<file path="config.mk">
export PLATFORM = sky130hd
export DESIGN_NAME = lin_vote
export DESIGN_NICKNAME = d
export VERILOG_FILES = /design/src/rtl/lin_vote.sv
export SDC_FILE = /design/constraint.sdc
export NUM_CORES = 1
export LEC_CHECK = 0
export BUFFER_PORTS_ARGS = -buffer_cell sky130_fd_sc_hd__clkbuf_2
export CORE_AREA = 2 2 49 51
export CTS_BUF_LIST = sky130_fd_sc_hd__clkbuf_16
export DETAILED_ROUTE_END_ITERATION = 8
export DIE_AREA = 0 0 51 53
export GPL_TIMING_DRIVEN = 1
export PLACE_DENSITY = 0.81
export SLEW_MARGIN = 20
export SYNTH_ARGS = -nofsm -noshare
export SYNTH_HDL_FRONTEND = slang
export SYNTH_SLANG_ARGS = --single-unit
export TNS_END_PERCENT = 100
</file>
<file path="constraint.sdc">
create_clock -name clk_i -period 3 [get_ports clk_i]
set_input_delay 0.15 -clock clk_i [delete_from_list [all_inputs] [get_ports clk_i]]
set_output_delay 0.15 -clock clk_i [all_outputs]
set_load 0.01 [all_outputs]
</file>
<file path="src/rtl/lin_vote.sv">
// Frame brightness voter: counts bright pixels per frame, freezes the count
// at the end of the last active line, and debounces the resulting bright/dark vote.
module lin_vote #(
   parameter int CH       = 3,
   parameter int MAX      = 2,
   parameter int LUM_TH   = 128,
   parameter int HI_TH    = MAX / 2,
   parameter int LO_TH    = MAX / 2,
   parameter int DEBOUNCE = 1,
   localparam int W       = $clog2(MAX + 1)
) (
   input  logic            clk_i,
   input  logic            rst_i,
   input  logic            vp_last_i,
   input  logic            de_i,
   input  logic [8*CH-1:0] wd_i,
   output logic            rx_o,
   output logic [W-1:0]    count_o,
   output logic            valid_o
);

   if (CH < 1 || CH > 4) begin : g_bad_ch
      $error("lin_vote: CH must be 1..4");
   end
   if (MAX < 1 || HI_TH > MAX || LO_TH > HI_TH || LO_TH < 0) begin : g_bad_th
      $error("lin_vote: thresholds must satisfy 0 <= LO_TH <= HI_TH <= MAX, MAX >= 1");
   end
   if (DEBOUNCE < 1 || DEBOUNCE > 15) begin : g_bad_db
      $error("lin_vote: DEBOUNCE must be 1..15");
   end

   localparam logic [9:0]   SUM_TH  = 10'(CH * LUM_TH);
   localparam logic [W-1:0] CNT_MAX = W'(MAX);
   localparam logic [W-1:0] HI_V    = W'(HI_TH);
   localparam logic [W-1:0] LO_V    = W'(LO_TH);
   localparam logic [3:0]   DB_V    = 4'(DEBOUNCE);

   typedef enum logic [1:0] {
      V_HOLD,
      V_BRIGHT,
      V_DARK
   } vote_t;

   logic [9:0]   sum;
   logic         bright;
   logic         de_r;
   logic         freeze;
   logic         upd;
   logic [W-1:0] cnt_run;
   logic [W-1:0] frozen;
   logic [3:0]   dbc;
   logic [3:0]   dbc_next;
   logic [3:0]   dbc_inc;
   logic         rx_next;
   logic         opp;
   vote_t        vote;

   // channel sum is 10 bits so 4 x 255 never truncates
   always_comb begin
      sum = '0;
      for (int k = 0; k < CH; k++) begin
         sum = sum + 10'(wd_i[8*k +: 8]);
      end
   end

   assign bright = de_i && (sum >= SUM_TH);
   // falling edge of de during the last line marks the end of the frame
   assign freeze = vp_last_i && !de_i && de_r;

   always_comb begin
      vote = V_HOLD;
      if (frozen >= HI_V) begin
         vote = V_BRIGHT;
      end else if (frozen < LO_V) begin
         vote = V_DARK;
      end
   end

   always_comb begin
      opp      = ((vote == V_BRIGHT) && !rx_o) || ((vote == V_DARK) && rx_o);
      dbc_inc  = dbc + 4'd1;
      rx_next  = rx_o;
      dbc_next = '0;
      if (opp) begin
         if (dbc_inc == DB_V) begin
            rx_next = !rx_o;
         end else begin
            dbc_next = dbc_inc;
         end
      end
   end

   always_ff @(posedge clk_i) begin
      if (rst_i) begin
         de_r    <= 1'b0;
         cnt_run <= '0;
         frozen  <= '0;
         upd     <= 1'b0;
         dbc     <= '0;
         rx_o    <= 1'b0;
         count_o <= '0;
         valid_o <= 1'b0;
      end else begin
         de_r    <= de_i;
         valid_o <= upd;
         if (freeze) begin
            frozen  <= cnt_run;
            cnt_run <= '0;
            upd     <= 1'b1;
         end else begin
            upd <= 1'b0;
            if (bright && (cnt_run != CNT_MAX)) begin
               cnt_run <= cnt_run + 1'b1;
            end
         end
         if (upd) begin
            count_o <= frozen;
            rx_o    <= rx_next;
            dbc     <= dbc_next;
         end
      end
   end

endmodule

</file>
==> results of run 1 <==
## cells by family after synthesis
group,synth area share
AOI/OAI and AO/OA,0.153
buffers and inverters,0.0717
and+or+nand+nor,0.119
adders and majority gates,0.307
DFF,0.282
muxes,0.0403
xor gates and xnor gates,0.0264
## layout by cell type, fill, tap and decap left out, types with 2 or more instances in the layout
cell,n
sky130_fd_sc_hd__nor3b_1,2
sky130_fd_sc_hd__clkbuf_2,31
sky130_fd_sc_hd__a22o_1,2
sky130_fd_sc_hd__inv_1,17
sky130_fd_sc_hd__and3_1,2
sky130_fd_sc_hd__dfxtp_1,14
sky130_fd_sc_hd__xnor2_1,3
sky130_fd_sc_hd__nor3_1,2
sky130_fd_sc_hd__nand2_1,5
sky130_fd_sc_hd__clkbuf_16,3
sky130_fd_sc_hd__o21ai_0,3
sky130_fd_sc_hd__ha_1,10
sky130_fd_sc_hd__mux2i_1,4
sky130_fd_sc_hd__fa_1,9
sky130_fd_sc_hd__nor2_1,11
sky130_fd_sc_hd__a21oi_1,9
## state kept, by name (all words and copies together) (netlist names)
name and cells:
de_r 1, rx_o 1, count_o 2, frozen 2, cnt_run 2, dbc 4
valid_o 1, upd 1
## area by class of cell
type,count,area (µm²)
timing repair buffer,31,155
tap,28,35.0
multi-input combinational,73,643
clock buffer,3,75.1
fill,194,896
sequential,14,280
inverter,17,63.8
## Yosys cell counts
cell / count / area, µm²
sky130_fd_sc_hd__a211o_1: 1 / 8.76
sky130_fd_sc_hd__a211oi_1: 1 / 7.51
sky130_fd_sc_hd__a21oi_1: 9 / 45.0
sky130_fd_sc_hd__a22o_1: 2 / 17.5
sky130_fd_sc_hd__a22oi_1: 1 / 7.51
sky130_fd_sc_hd__a311oi_1: 1 / 8.76
sky130_fd_sc_hd__a31oi_1: 1 / 6.26
sky130_fd_sc_hd__and3_1: 2 / 12.5
sky130_fd_sc_hd__clkbuf_1: 2 / 7.51
sky130_fd_sc_hd__dfxtp_1: 14 / 280
sky130_fd_sc_hd__fa_1: 9 / 180
sky130_fd_sc_hd__ha_1: 10 / 125
sky130_fd_sc_hd__inv_1: 17 / 63.8
sky130_fd_sc_hd__mux2i_1: 4 / 40.0
sky130_fd_sc_hd__nand2_1: 5 / 18.8
sky130_fd_sc_hd__nand2b_1: 1 / 6.26
sky130_fd_sc_hd__nand3_1: 1 / 5.00
sky130_fd_sc_hd__nand3_2: 1 / 10.0
sky130_fd_sc_hd__nor2_1: 11 / 41.3
sky130_fd_sc_hd__nor3_1: 2 / 10.0
sky130_fd_sc_hd__nor3b_1: 2 / 15.0
sky130_fd_sc_hd__o21a_1: 1 / 7.51
sky130_fd_sc_hd__o21ai_0: 3 / 15.0
sky130_fd_sc_hd__o21ai_2: 1 / 8.76
sky130_fd_sc_hd__o221a_4: 1 / 20.0
sky130_fd_sc_hd__xnor2_1: 3 / 26.3
## through the flow
step | setup slack (ns) | utilization | cells
6_report | 0.809 | 0.583 | 166
5_1_grt | 0.712 | 0.583 | 166
4_1_cts | 0.802 | 0.583 | 166
3_5_place_dp | 0.543 | 0.548 | 163
3_3_place_gp | 0.601 | 0.548 | 163
2_1_floorplan | 0.762 | - | 106
## worst paths after layout
check	from	to	slack, ns	depth (start not counted)
setup / recovery	wd_i[1]	cnt_run[0]	0.81	10
hold / removal	de_i	upd	0.13	2
setup reg to reg	dbc[2]	rx_o	1.57	5
hold reg to reg	de_r	upd	0.47	2
## per-layer routing
metal	vias to the layer above	track usage	share of wire
met5	-	0	0
met3	6	0.0424	0.032
met1	378	0.153	0.40
met4	0	0.0901	0.023
met2	13	0.292	0.54
li1	417	-	-
## power groups by stage
stage	Combinational [W]	Clock, W	Sequential (W)
final	0.000130	0.000246	0.000197
after CTS	0.000133	0.000255	0.000197
after global routing	0.000149	0.000261	0.000197
after floorplan	0.0000929	0	0.000199
after global placement	0.000125	0	0.000200
after detailed placement	0.000132	0	0.000200
==> impl_metrics.toml, run 1 <==
[die]
die_area_um2 = 2700
core_um2 = 2150
io_pins = 32
die-width_um = 51
fp-row-count = 17
initial_utilization = 0.463
chipHeight_um = 53

[power]
pwr-share-clk = 0.429
power.total_w = 0.000573
vdd_ir_drop_max_v = 0.000372
power_report.internal_total_w = 0.000430
p_sw_w = 0.000142
seq_power_share = 0.344
power.static_leakage_nw = 0.599
combinational_share_of_power = 0.227
power_density_nw_per_um2 = 457
p_sw_frac = 0.249

[cts]
post_cts.repair.setup_buffers = 0
clkTransAtPathRegs_ns = 0.04
cts_resized = 0
insertion_delay_ns = 0.24
htree_num_levels = 1
clk_root_buffer_cell = "sky130_fd_sc_hd__clkbuf_16"
cts_made_buffers = 3
tritoncts = "built"
clock_sink_count = 14
cts_hold_buffers = 0
cts.path.max_buffers = 2

[synthesis]
avgSynthCellArea_um2 = 9.38
warning_count_from_the_yosys_run = 0
syn_area_um2 = 995
synth-seq-area-share = 0.282
synth_cell_types = 26
synth_seq_cells = 14
synth_nets = 153
post_synthesis_cell_count = 106

[hold_path]
holdCritPathClass = "in2reg"

[timing]
max_freq_mhz = 456
setup-tns-final_ns = 0
period_needed_ns = 2.19
transition_time_at_the_pin_with_the_least_slew_margin_ns = 0.480
setup_repair_after_global_routing_missed_its_margin = "no"
final-max-slew-violation-count = 0
setup_viol_count_final = 0
slew-limit-headroom = 0.678
fin_worst_hold_slack_ns = 0.127
layout_worst_path_cycle_share = 0.730
report.final.hold_viol_count = 0
finClkSkew_ns = 0.00413

[route]
postRouteWirelength_mm = 1.78
post_drt_via_cell_ratio = 4.90
drt_first_pass_iters = 2
drcViolationCount = 0
num_vias = 814
drtIter0Drc = 9
drtAntennaViolNets = 0
post_drt_wl_per_cell_um = 10.7

[job]
cap_viol_max_count = 0

[setup_path]
crit_buf_inv = 1
critical_path_arrival_ns = 2.32
critical-path-top-cell-by-count = "sky130_fd_sc_hd__fa_1"
timing.critical_path.from_type = "input pin"
critical_path_cell_list = "clkbuf_2, fa_1, ha_1, fa_1, a21oi_1, o221a_4, o21a_1, o21ai_0, a211o_1, mux2i_1"
timing.critical_path.to_type = "flip-flop"
worst_path_dominant_cell_family = "adder cells"
cp_max_fo = 3
timing.critical_path.slowest_cell_delay_ns = 0.47
cp_slowest_cell = "sky130_fd_sc_hd__fa_1"
critical_path_required_ns = 3.13
criticalPathCategory = "in2reg"

[global_routing]
globalRoute.totalOverflow = 0
pin_count_of_the_biggest_net_entering_global_routing = 12
grtUsageTotal = 0.156
number_of_global_route_vias_before_repair = 797
grt_first_pass_wirelength_mm = 3.06
antenna_violations_before_repair = 0

[layout]
fin_nets = 187
post_route_cells_drive_above_1_share = 0.268
number_of_antenna_diodes = 0
stdcell_area_um2 = 1250
syn2layout_area_growth_pct = 25.9

[place]
final_gp_congestion = 0.744
placed_cell_area_um2 = 1180
dp_hpwl_mm = 1.52
port_buffers = 31

[run_status]
outcome = "finished clean"
Note: power is estimated with default switching activity, not from simulation.
==> run 2, diff against run 1 <==
Settings changed: ABC_AREA set to 1, PLACE_DENSITY 0.81 to 0.83.
Clock period 3 ns to 2.3 ns, I/O delays scaled along.
==> impl_metrics.toml, run 2 <==
[run_status]
outcome = "finished clean"

[cts]
clock_sink_count = 14
clkTransAtPathRegs_ns = 0.05
cts_hold_buffers = 0
insertion_delay_ns = 0.24
tritoncts = "built"
post_cts.repair.setup_buffers = 0
cts_resized = 0
cts.path.max_buffers = 2
htree_num_levels = 1
clk_root_buffer_cell = "sky130_fd_sc_hd__clkbuf_16"
cts_made_buffers = 3

[timing]
slew-limit-headroom = 0.795
layout_worst_path_cycle_share = 0.810
max_freq_mhz = 537
finClkSkew_ns = 0.00266
setup_viol_count_final = 0
period_needed_ns = 1.86
setup_repair_after_global_routing_missed_its_margin = "no"
transition_time_at_the_pin_with_the_least_slew_margin_ns = 0.307
setup-tns-final_ns = 0
final-max-slew-violation-count = 0
report.final.hold_viol_count = 0

[synthesis]
warning_count_from_the_yosys_run = 0
synth.top_cells.by_count = "31 x sky130_fd_sc_hd__nand2_1, 27 x sky130_fd_sc_hd__inv_1, 14 x sky130_fd_sc_hd__dfxtp_1, 13 x sky130_fd_sc_hd__a21oi_1, 10 x sky130_fd_sc_hd__ha_1"
synth_enable_flop_cells = 0
synth-seq-area-share = 0.272
synthAdderAreaFrac = 0.296
synth_compound_gate_area_share = 0.102
synth_simple_gate_area_share = 0.216
post_synthesis_cell_count = 135
main_combinational_cell_family_by_area_after_synthesis = "adder cells"
synth_top_area_share = 0.272
synth_nets = 182
avgSynthCellArea_um2 = 7.65
synth_xor_area_frac = 0.0170
synth_cell_types = 14
synth_area_leader_cell = "sky130_fd_sc_hd__dfxtp_1"
synth_seq_cells = 14
synth-main-ff-cell = "sky130_fd_sc_hd__dfxtp_1"
async_flop_share = 0
synth_top_cells_by_area = "sky130_fd_sc_hd__dfxtp_1 27%, sky130_fd_sc_hd__fa_1 17%, sky130_fd_sc_hd__ha_1 12%"
synth.mux.area_fraction = 0
synth_most_common_cell = "sky130_fd_sc_hd__nand2_1"
syn_area_um2 = 1030

[global_routing]
number_of_global_route_vias_before_repair = 953
antenna_violations_before_repair = 0
grtUsageTotal = 0.187
pin_count_of_the_biggest_net_entering_global_routing = 9
grt_first_pass_wirelength_mm = 3.80
globalRoute.totalOverflow = 0

[route]
drtIter0Drc = 19
drtAntennaViolNets = 0
postRouteWirelength_mm = 2.17
post_drt_wl_per_cell_um = 10.9
num_vias = 1004
drt_first_pass_iters = 5
post_drt_via_cell_ratio = 5.07
drcViolationCount = 0

[setup_path]
worst_path_dominant_cell_family = "adder cells"
critical_path_cell_list = "clkbuf_2, fa_1, ha_1, fa_1, nand2_1, nand3_1, nand2_1, nand3_1, nand2_1, nand4_1, a21oi_1"
criticalPathCategory = "in2reg"
timing.critical_path.slowest_cell_delay_ns = 0.47
critical-path-top-cell-by-count = "sky130_fd_sc_hd__nand2_1"
timing.critical_path.to_type = "flip-flop"
cp_slowest_cell = "sky130_fd_sc_hd__fa_1"
cp_max_fo = 3
timing.critical_path.from_type = "input pin"
crit_buf_inv = 1
critical_path_required_ns = 2.47
critical_path_arrival_ns = 2.03

[layout]
fin_nets = 218
fillCellCount = 200
post_route_cells_drive_above_1_share = 0.218
post-route-util = 0.606
number_of_antenna_diodes = 0
syn2layout_area_growth_pct = 26.1
largest_reg_flops = 4
layout.cells.most_common_list = "31 x sky130_fd_sc_hd__nand2_1, 31 x sky130_fd_sc_hd__clkbuf_2, 27 x sky130_fd_sc_hd__inv_1, 14 x sky130_fd_sc_hd__dfxtp_1, 13 x sky130_fd_sc_hd__a21oi_1"
largest_register = "dbc"

[power]
power.static_leakage_nw = 0.681
vdd_ir_drop_max_v = 0.000619
power_density_nw_per_um2 = 613
power.total_w = 0.000798

[place]
dp_hpwl_mm = 1.80
final_gp_congestion = 0.743
port_buffers = 31

[die]
io_pins = 32
core_um2 = 2150
die_area_um2 = 2700
die-width_um = 51
chipHeight_um = 53
initial_utilization = 0.480
fp-row-count = 17

[hold_path]
holdCritPathClass = "in2reg"

[job]
cap_viol_max_count = 0
run 2: changes by cell type in the layout (fill, tap and decap cells not counted), moves of 3 or more:
cell,previous run,this run
sky130_fd_sc_hd__a21oi_1,9,13
sky130_fd_sc_hd__inv_1,17,27
sky130_fd_sc_hd__mux2i_1,4,0
sky130_fd_sc_hd__nand2_1,5,31
sky130_fd_sc_hd__nand3_1,1,5
sky130_fd_sc_hd__nand4_1,0,3
sky130_fd_sc_hd__o21ai_0,3,8
run 2: path summary, 6_finish.rpt:
kind	start	endpoint	slack (ns)	cells after the start
setup / recovery	wd_i[1]	cnt_run[1]	0.44	11
hold / removal	de_i	de_r	0.11	3
setup reg to reg	dbc[1]	rx_o	1.00	7
hold reg to reg	rx_o	rx_o	0.47	2
run 2: kinds of logic after synthesis:
kind of cell | Yosys count
and+or+nand+nor | 52
buffers and inverters | 27
AOI/OAI and AO/OA | 21
adders and majority gates | 19
DFF | 14
xor gates and xnor gates | 2
run 2: metrics by stage:
step                setup WS (ns)  cell area (µm²)  hold slack, ns  std cells
finish                      0.438             1300           0.113        198
global route                0.293             1300           0.164        198
CTS                         0.449             1300           0.116        198
detailed placement          0.216             1220           0.361        194
global placement            0.313             1220           0.359        194
floorplan                   0.474             1030           0.184        135
run 2: power by group:
group | internal, W | switching, W | total (W) | leakage [nW]
logic | 0.0000912 | 0.000128 | 0.000220 | 0.529
clock network | 0.000229 | 0.0000934 | 0.000323 | 0.0385
registers | 0.000251 | 0.00000486 | 0.000255 | 0.113
run 2: tightest hold or removal path: cells and delay by family:
family	cells	cell delay, ns
simple gates	1	0.07
buf+inv	2	0.12
run 2: cell type report:
type / count / area [µm²] / share of cell area
well taps: 28 / 35.0 / 0.0269
clock inverters: 1 / 3.75 / 0.00288
repair buffers: 31 / 155 / 0.119
multi-input cells: 94 / 651 / 0.500
flip-flops and latches: 14 / 280 / 0.215
clock buffers: 3 / 75.1 / 0.0577
inverters: 27 / 101 / 0.0779
run 2: per-layer routing:
layer | track usage | up-vias | wire [µm]
li1 | - | 493 | -
met1 | 0.199 | 476 | 841
met5 | 0 | - | 0
met3 | 0.0452 | 4 | 84
met2 | 0.377 | 31 | 1210
met4 | 0.0270 | 0 | 32
==> run 3, diff against run 2 <==
Settings changed: CORE_AREA 2 2 49 51 to 2 2 51 53, DIE_AREA 0 0 51 53 to 0 0 53 55, PLACE_DENSITY 0.83 to 0.81.
Clock period 2.3 ns to 1.6 ns, I/O delays scaled along.
==> impl_metrics.toml, run 3 (same netlist as run 2, synthesis figures left out) <==
[run_status]
outcome = "complete, but fails checks"
failed_checks = "negative setup slack"

[timing]
setup_repair_after_global_routing_missed_its_margin = "yes"
report.final.hold_viol_count = 0
finClkSkew_ns = 0.000516
final-max-slew-violation-count = 0
setup-tns-final_ns = -0.265
period_needed_ns = 1.74
slew-limit-headroom = 0.767
setup_viol_count_final = 2
layout_worst_path_cycle_share = 1.08
fin_worst_hold_slack_ns = 0.0919
max_freq_mhz = 576
transition_time_at_the_pin_with_the_least_slew_margin_ns = 0.349
final_critical_path_setup_slack_ns = -0.135

[layout]
stdcell_area_um2 = 1480
number_of_antenna_diodes = 0
mostFrequentLayoutCell = "sky130_fd_sc_hd__clkbuf_2"
fin_nets = 222
syn2layout_area_growth_pct = 43.4
largest_register = "dbc"
largest_reg_flops = 4
layout.cells.most_common_list = "29 x sky130_fd_sc_hd__clkbuf_2, 25 x sky130_fd_sc_hd__inv_1, 24 x sky130_fd_sc_hd__nand2_1, 14 x sky130_fd_sc_hd__dfxtp_1"
post_route_cells_drive_above_1_share = 0.374

[global_routing]
grt_first_pass_wirelength_mm = 3.46
grtUsageTotal = 0.169
globalRoute.totalOverflow = 0
number_of_global_route_vias_before_repair = 870
antenna_violations_before_repair = 0
pin_count_of_the_biggest_net_entering_global_routing = 9

[cts]
clk_root_buffer_cell = "sky130_fd_sc_hd__clkbuf_16"
cts.path.max_buffers = 2
tritoncts = "built"
clkTransAtPathRegs_ns = 0.04
cts_made_buffers = 3
insertion_delay_ns = 0.24
clock_sink_count = 14
htree_num_levels = 1

[route]
drt_first_pass_iters = 4
drtAntennaViolNets = 0
post_drt_via_cell_ratio = 4.79
drtIter0Drc = 5
post_drt_wl_per_cell_um = 11.7
drcViolationCount = 0
postRouteWirelength_mm = 2.38
num_vias = 978

[die]
fp-row-count = 18
io_pins = 32
initial_utilization = 0.437
chipHeight_um = 55
core_um2 = 2360
die-width_um = 53
die_area_um2 = 2920

[setup_path]
timing.critical_path.to_type = "flip-flop"
critical_path_depth = 12
crit_buf_inv = 2
cp_slowest_cell = "sky130_fd_sc_hd__fa_1"
timing.critical_path.slowest_cell_delay_ns = 0.60
critical_path_required_ns = 1.78
critical_path_cell_list = "buf_6, fa_1, ha_4, nand2_4, inv_1, nand2_1, nand3_2, nand2_2, nand3_2, nand2_4, nand4_1, a21oi_2"
criticalPathCategory = "in2reg"
worst_path_dominant_cell_family = "adder cells"
timing.critical_path.from_type = "input pin"
r2r_depth = 5
cp_max_fo = 3
critical_path_arrival_ns = 1.91

[power]
vdd_ir_drop_max_v = 0.000602
power_density_nw_per_um2 = 896
power.static_leakage_nw = 0.722

[job]
cap_viol_max_count = 0

[place]
port_buffers = 31
placed_cell_area_um2 = 1270
final_gp_congestion = 0.764
dp_hpwl_mm = 1.77

[hold_path]
whs_path_depth = 3
holdCritPathClass = "in2reg"
run 3: report_power, final:
group,internal [W],switching (W)
clock network,0.000330,0.000138
logic,0.000223,0.000267
registers,0.000360,0.00000870
total,0.000913,0.000413
run 3: cell type report:
type | count | area [µm²]
clock buffers | 3 | 75.1
clock inverters | 1 | 3.75
fillers | 209 | 885
inverters | 27 | 101
multi-input cells | 94 | 785
flip-flops and latches | 14 | 280
well taps | 30 | 37.5
repair buffers | 35 | 198
run 3: what timing repair did:
item	in CTS	in global routing
endpoints found under the setup margin	2	2
buffers inserted	2	0
pin swaps	10	19
resized for setup	8	17
hold buffers	0	0
run 3: worst register-to-register path, stage by stage (launching register included):
cell and delay (ns):
sky130_fd_sc_hd__dfxtp_1 0.37, sky130_fd_sc_hd__inv_1 0.08, sky130_fd_sc_hd__ha_1 0.19, sky130_fd_sc_hd__nor2_1 0.30, sky130_fd_sc_hd__nand4_1 0.18, sky130_fd_sc_hd__a21oi_2 0.16
run 3: per-layer routing:
metal	track usage	up-vias	routed length, µm
met4	0.0641	0	59
met3	0.0323	8	75
li1	-	500	-
met2	0.342	23	1320
met1	0.169	447	930
met5	0	-	0
run 3: worst paths after layout:
path / startpoint / end / slack, ns
worst max-delay path: wd_i[22] / cnt_run[1] / -0.14
worst min register to register: frozen[1] / count_o[1] / 0.47
worst max register to register: cnt_run[0] / cnt_run[1] / 0.25
worst min-delay path: de_i / de_r / 0.09
run 3: per-stage QoR:
step           cells   util  power, W  setup WS, ns
2_1_floorplan    135      -  0.000612        -0.114
3_3_place_gp     198  0.537  0.000694        -0.306
3_5_place_dp     198  0.537  0.000718        -0.385
4_1_cts          204  0.590   0.00124       -0.0702
5_1_grt          204  0.626   0.00139        -0.193
6_report         204  0.626   0.00133        -0.135
